`src/rtl/c_result_streamer.sv`:
```
// ---------------------------------------------------------------------------
// c_result_streamer
//
// Output-side AXI-Stream master for the systolic array result path. Captures
// the whole N x N result matrix C in a single cycle and then streams it to a
// downstream sink, one element per beat, in row-major order.
//
// Ports:
//   i_clk         clock, all logic on the rising edge
//   i_rst_n       asynchronous active-low reset
//   arr_C_valid   array result valid (pulse or level)
//   arr_C_data    result matrix, element (r,c) at [(r*N+c)*DATA_W +: DATA_W]
//   o_cap_ready   a capture is accepted this cycle
//   m_axis_data   current element (driven from the matrix register only)
//   m_axis_valid  AXIS valid
//   m_axis_ready  AXIS ready from the sink
//   m_axis_last   high on element N*N-1
//   o_done        one-cycle pulse after the last beat handshakes
//   o_overrun     sticky, a capture arrived while o_cap_ready was low
//   dbg_state     FSM state (0 = IDLE, 1 = SEND) for observation
//
// Handshake: a beat transfers on a rising edge where m_axis_valid and
// m_axis_ready are both high. Once valid is raised, data, last and valid hold
// steady until that edge; valid is never withdrawn early (only reset drops it).
// ---------------------------------------------------------------------------
module c_result_streamer #(
    parameter int N      = 4,
    parameter int DATA_W = 32
) (
    input  logic                       i_clk,
    input  logic                       i_rst_n,
    input  logic                       arr_C_valid,
    input  logic [N*N*DATA_W-1:0]      arr_C_data,
    output logic                       o_cap_ready,
    output logic [DATA_W-1:0]          m_axis_data,
    output logic                       m_axis_valid,
    input  logic                       m_axis_ready,
    output logic                       m_axis_last,
    output logic                       o_done,
    output logic                       o_overrun,
    output logic                       dbg_state
);

    localparam int NN    = N * N;
    localparam int IDX_W = (NN > 1) ? $clog2(NN) : 1;
    localparam logic [IDX_W-1:0] LAST_IDX = IDX_W'(NN - 1);

    typedef enum logic {
        S_IDLE = 1'b0,
        S_SEND = 1'b1
    } state_t;

    state_t                        state_q, state_d;
    logic [IDX_W-1:0]              idx_q, idx_d;
    logic [NN-1:0][DATA_W-1:0]     mat_q;
    logic                          done_q, done_d;
    logic                          overrun_q;
    logic                          load;
    logic                          is_last;
    logic                          beat;

    assign is_last = (state_q == S_SEND) && (idx_q == LAST_IDX);
    assign beat    = (state_q == S_SEND) && m_axis_ready;

    // A new matrix may be taken while the final beat of the previous one is
    // handshaking, so back-to-back results stream without a bubble.
    assign o_cap_ready = (state_q == S_IDLE) || (is_last && m_axis_ready);

    assign m_axis_valid = (state_q == S_SEND);
    assign m_axis_last  = is_last;
    assign m_axis_data  = mat_q[idx_q];
    assign o_done       = done_q;
    assign o_overrun    = overrun_q;
    assign dbg_state    = (state_q == S_SEND);

    always_comb begin
        state_d = state_q;
        idx_d   = idx_q;
        load    = 1'b0;
        done_d  = 1'b0;
        case (state_q)
            S_IDLE: begin
                if (arr_C_valid) begin
                    load    = 1'b1;
                    idx_d   = '0;
                    state_d = S_SEND;
                end
            end
            S_SEND: begin
                if (beat) begin
                    if (is_last) begin
                        done_d = 1'b1;
                        idx_d  = '0;
                        if (arr_C_valid) begin
                            load    = 1'b1;
                            state_d = S_SEND;
                        end else begin
                            state_d = S_IDLE;
                        end
                    end else begin
                        idx_d = idx_q + IDX_W'(1);
                    end
                end
            end
            default: begin
                state_d = S_IDLE;
                idx_d   = '0;
            end
        endcase
    end

    always_ff @(posedge i_clk or negedge i_rst_n) begin
        if (!i_rst_n) begin
            state_q   <= S_IDLE;
            idx_q     <= '0;
            mat_q     <= '0;
            done_q    <= 1'b0;
            overrun_q <= 1'b0;
        end else begin
            state_q <= state_d;
            idx_q   <= idx_d;
            done_q  <= done_d;
            if (load) begin
                mat_q <= arr_C_data;
            end
            // A capture request that cannot be honoured is dropped; the
            // matrix being streamed is left untouched.
            if (arr_C_valid && !o_cap_ready) begin
                overrun_q <= 1'b1;
            end
        end
    end

endmodule
```
`config.mk`:
```
export PLATFORM = sky130hd
export DESIGN_NAME = c_result_streamer
export DESIGN_NICKNAME = d
export VERILOG_FILES = /design/src/rtl/c_result_streamer.sv
export SDC_FILE = /design/constraint.sdc
export NUM_CORES = 1
export LEC_CHECK = 0
export CORE_MARGIN = 5
export CORE_UTILIZATION = 52
export DETAILED_ROUTE_END_ITERATION = 7
export PLACE_DENSITY = 0.81
export SKIP_LAST_GASP = 1
export SLEW_MARGIN = 20
export SYNTH_ARGS = -nofsm -noshare
export SYNTH_HDL_FRONTEND = slang
export SYNTH_SLANG_ARGS = --single-unit
```
`constraint.sdc`:
```
create_clock -name i_clk -period 2.4 [get_ports i_clk]
set_input_delay 0.6 -clock i_clk [delete_from_list [all_inputs] [get_ports i_clk]]
set_output_delay 0.6 -clock i_clk [all_outputs]
set_load 0.05 [all_outputs]
```
==> results.json <==
{
  "port_buffers": 553,
  "dp_hpwl_um": 56300,
  "cap_violations": 0,
  "cp_num_buf_inv": 5,
  "grt_antenna_before_repair": 22,
  "violations": "setup timing",
  "peakVddDrop_mv": 1.15,
  "clk_latency_ns": 0.60,
  "period_needed_ns": 3.21,
  "final-hold-violation-count": 0,
  "synth-seq-cells": 519,
  "place_ws_ns": -0.508,
  "yosys_warnings": 0,
  "final_common_cell": "dfrtp_1",
  "outcome": "complete, but fails checks",
  "grt_pass1_wl_um": 114000,
  "hold_depth": 1,
  "fmax_mhz": 311,
  "slew_violations": 0,
  "rsz0062_at_grt": "yes",
  "cts_made_buffers": 53,
  "rrSetupSlack_ns": 0.09,
  "final_nets": 2705,
  "cts_tree": "done",
  "required_ns": 1.80,
  "clock_sinks": 519,
  "tightest_slew_ns": 0.580,
  "die_y_um": 233,
  "postRouteAntennaNets": 0,
  "crit_chain": "buf_12 > buf_12 > buf_12 > mux2i_2 > a221oi_2 > buf_4 > a22oi_2 > nand2_2 > buf_12",
  "critPathLaunchType": "register",
  "core_area_sq_mm": 0.0492,
  "skew_ns": 0.0304,
  "ys_seq_area_share_pct": 50.0,
  "drc": 0,
  "layout_setup_ws_ns": -0.812,
  "grt-ovfl-total": 0,
  "grt_pass1_vias": 18300,
  "die_w_um": 233,
  "fin_crit_sh_pct": 134,
  "syn_inst": 1527,
  "whs_endpoint": "o_overrun$_DFFE_PN0P_",
  "power_w": 0.0482,
  "initialDrtViolationCount": 1074,
  "yosysUniqueCellTypes": 32,
  "drive_gt1_share_pct": 43.4,
  "synth_nets": 2044,
  "row_count": 81,
  "viasPerCell": 5.67,
  "totalWireLength_um": 78400,
  "clk_path_buf_depth": 3,
  "tns_ns": -23.33,
  "drt_pre_antenna_iters": 5,
  "reg2reg_from": "idx_q[0]$_DFFE_PN0P_",
  "vias": 16500,
  "power-per-cell-area_mw_per_mm2": 1350,
  "synth_ff_type": "dfrtp_1",
  "setup_viol_count_final": 34,
  "gp_congestion": 0.915,
  "criticalPathCategory": "register to output pin",
  "reg2reg_to": "mat_q[20]$_DFFE_PN0P_",
  "root_buffer": "clkbuf_16",
  "grt_max_degree": 76,
  "io_pins": 554,
  "hold_path.class": "register to register",
  "clkTransAtPathRegs_ns": 0.07,
  "reg2reg_depth": 8,
  "start_util_pct": 52.8,
  "crit_arrival_ns": 2.61,
  "cpPeakStageDelay_ns": 0.54,
  "cp_slowest_cell": "dfrtp_4",
  "netlist_area_sq_mm": 0.0260,
  "die-area_sq_mm": 0.0545,
  "holdCritStartpoint": "o_overrun$_DFFE_PN0P_",
  "htreeDepth": 2,
  "crit_top_cell": "buf_12",
  "cp-end-kind": "output pin",
  "synth-async-reset-ratio_pct": 100,
  "syn2layout_area_growth_pct": 37.1,
  "p_leak_nw": 15.6,
  "max_slew_margin_pct": 61.5,
  "worstPathMaxFanout": 7,
  "synth_edf_count": 0,
  "synth.avg_cell_area_sq_um": 17.0,
  "final_cell_mix": "515 x dfrtp_1, 514 x clkdlybuf4s50_1, 480 x mux2_4, 117 x mux2i_1, 100 x buf_4",
  "cp_top_family": "buffers and inverters",
  "gr-usage-all-layers_pct": 27.8,
  "fillers": 2993,
  "wl_per_cell_um": 26.9
}
## sequential cells by signal (all words and copies together), names as in the netlist
register   flops
o_overrun      1
mat_q        512
dbg_state      1
o_done         1
idx_q          4
## timing repair
| action | in CTS | in global routing |
|---|---|---|
| endpoints found under the setup margin | 36 | 41 |
| buffers inserted | 10 | 11 |
| gates cloned | 2 | 2 |
| resized for setup | 74 | 58 |
| hold buffers | 1 | 0 |
| pin swaps | 47 | 35 |
| hold endpoints to repair | 39 | 0 |
## cells by family after synthesis
logic type	share of synthesized area (%)
buffers and inverters	5.44
flip-flops	50.0
AND/OR/NAND/NOR	0.964
AO/OA/AOI/OAI	3.86
adder cells (fa/ha/maj)	0.0482
multiplexers	39.7
## worst max path at each step
stage                    startpoint         endpoint  slack, ns  cells past startpoint
2_1_floorplan  idx_q[1]$_DFFE_PN0P_  m_axis_data[10]      0.004                      6
3_3_place_gp   idx_q[0]$_DFFE_PN0P_  m_axis_data[16]      -0.52                      8
3_5_place_dp   idx_q[0]$_DFFE_PN0P_  m_axis_data[16]      -0.51                      8
4_1_cts        idx_q[0]$_DFFE_PN0P_  m_axis_data[23]      -0.81                      7
5_1_grt        idx_q[0]$_DFFE_PN0P_   m_axis_data[9]      -0.86                      9
6_report       idx_q[0]$_DFFE_PN0P_   m_axis_data[7]      -0.81                      9
## cell type report
cell class / count / area (sq um) / share of cell area (%)
diodes: 15 / 37.5 / 0.105
clock buffers: 72 / 1530 / 4.30
clock inverters: 27 / 298 / 0.836
inverters: 1 / 3.75 / 0.0105
multi-input cells: 893 / 12000 / 33.8
flip-flops and latches: 519 / 13000 / 36.5
well taps: 664 / 831 / 2.33
repair buffers: 720 / 7860 / 22.1
## Yosys cell counts, drive strengths merged, types with 3 or more instances
| master | n | area share [%] |
|---|---|---|
| buf | 89 | 5.0 |
| and3 | 3 | 0.072 |
| a22oi | 32 | 0.93 |
| dfrtp | 519 | 50 |
| clkbuf | 25 | 0.40 |
| nand3 | 4 | 0.077 |
| nand2b | 3 | 0.072 |
| nand2 | 34 | 0.50 |
| a221oi | 64 | 2.2 |
| mux2 | 513 | 29 |
| mux4 | 64 | 5.6 |
| and2 | 3 | 0.082 |
| o21ai | 37 | 0.71 |
| mux2i | 128 | 4.9 |
## routing by layer
| metal | share of wire, % | track usage (%) | routed length [um] |
|---|---|---|---|
| met5 | 0.12 | 0 | 97 |
| met1 | 41 | 37.0 | 32300 |
| met2 | 48 | 44.1 | 37200 |
| met4 | 3.7 | 10.8 | 2920 |
| met3 | 7.5 | 7.12 | 5860 |
## through the flow
step	hold slack (ns)	instance area, sq um	instances	util [%]
2_1_floorplan	0.304	26000	1527	-
3_3_place_gp	0.461	32900	2772	66.9
3_5_place_dp	0.487	32900	2772	66.9
4_1_cts	0.500	35200	2883	71.6
5_1_grt	0.518	35600	2908	72.4
6_report	0.493	35600	2911	72.4
## power breakdown
| part | internal [W] | switching, W | total (W) |
|---|---|---|---|
| Clock | 0.00504 | 0.00365 | 0.00869 |
| Combinational | 0.0134 | 0.0102 | 0.0236 |
| Sequential | 0.0131 | 0.00283 | 0.0159 |
| Total | 0.0315 | 0.0167 | 0.0482 |
Note: power is estimated with default switching activity, not from simulation.
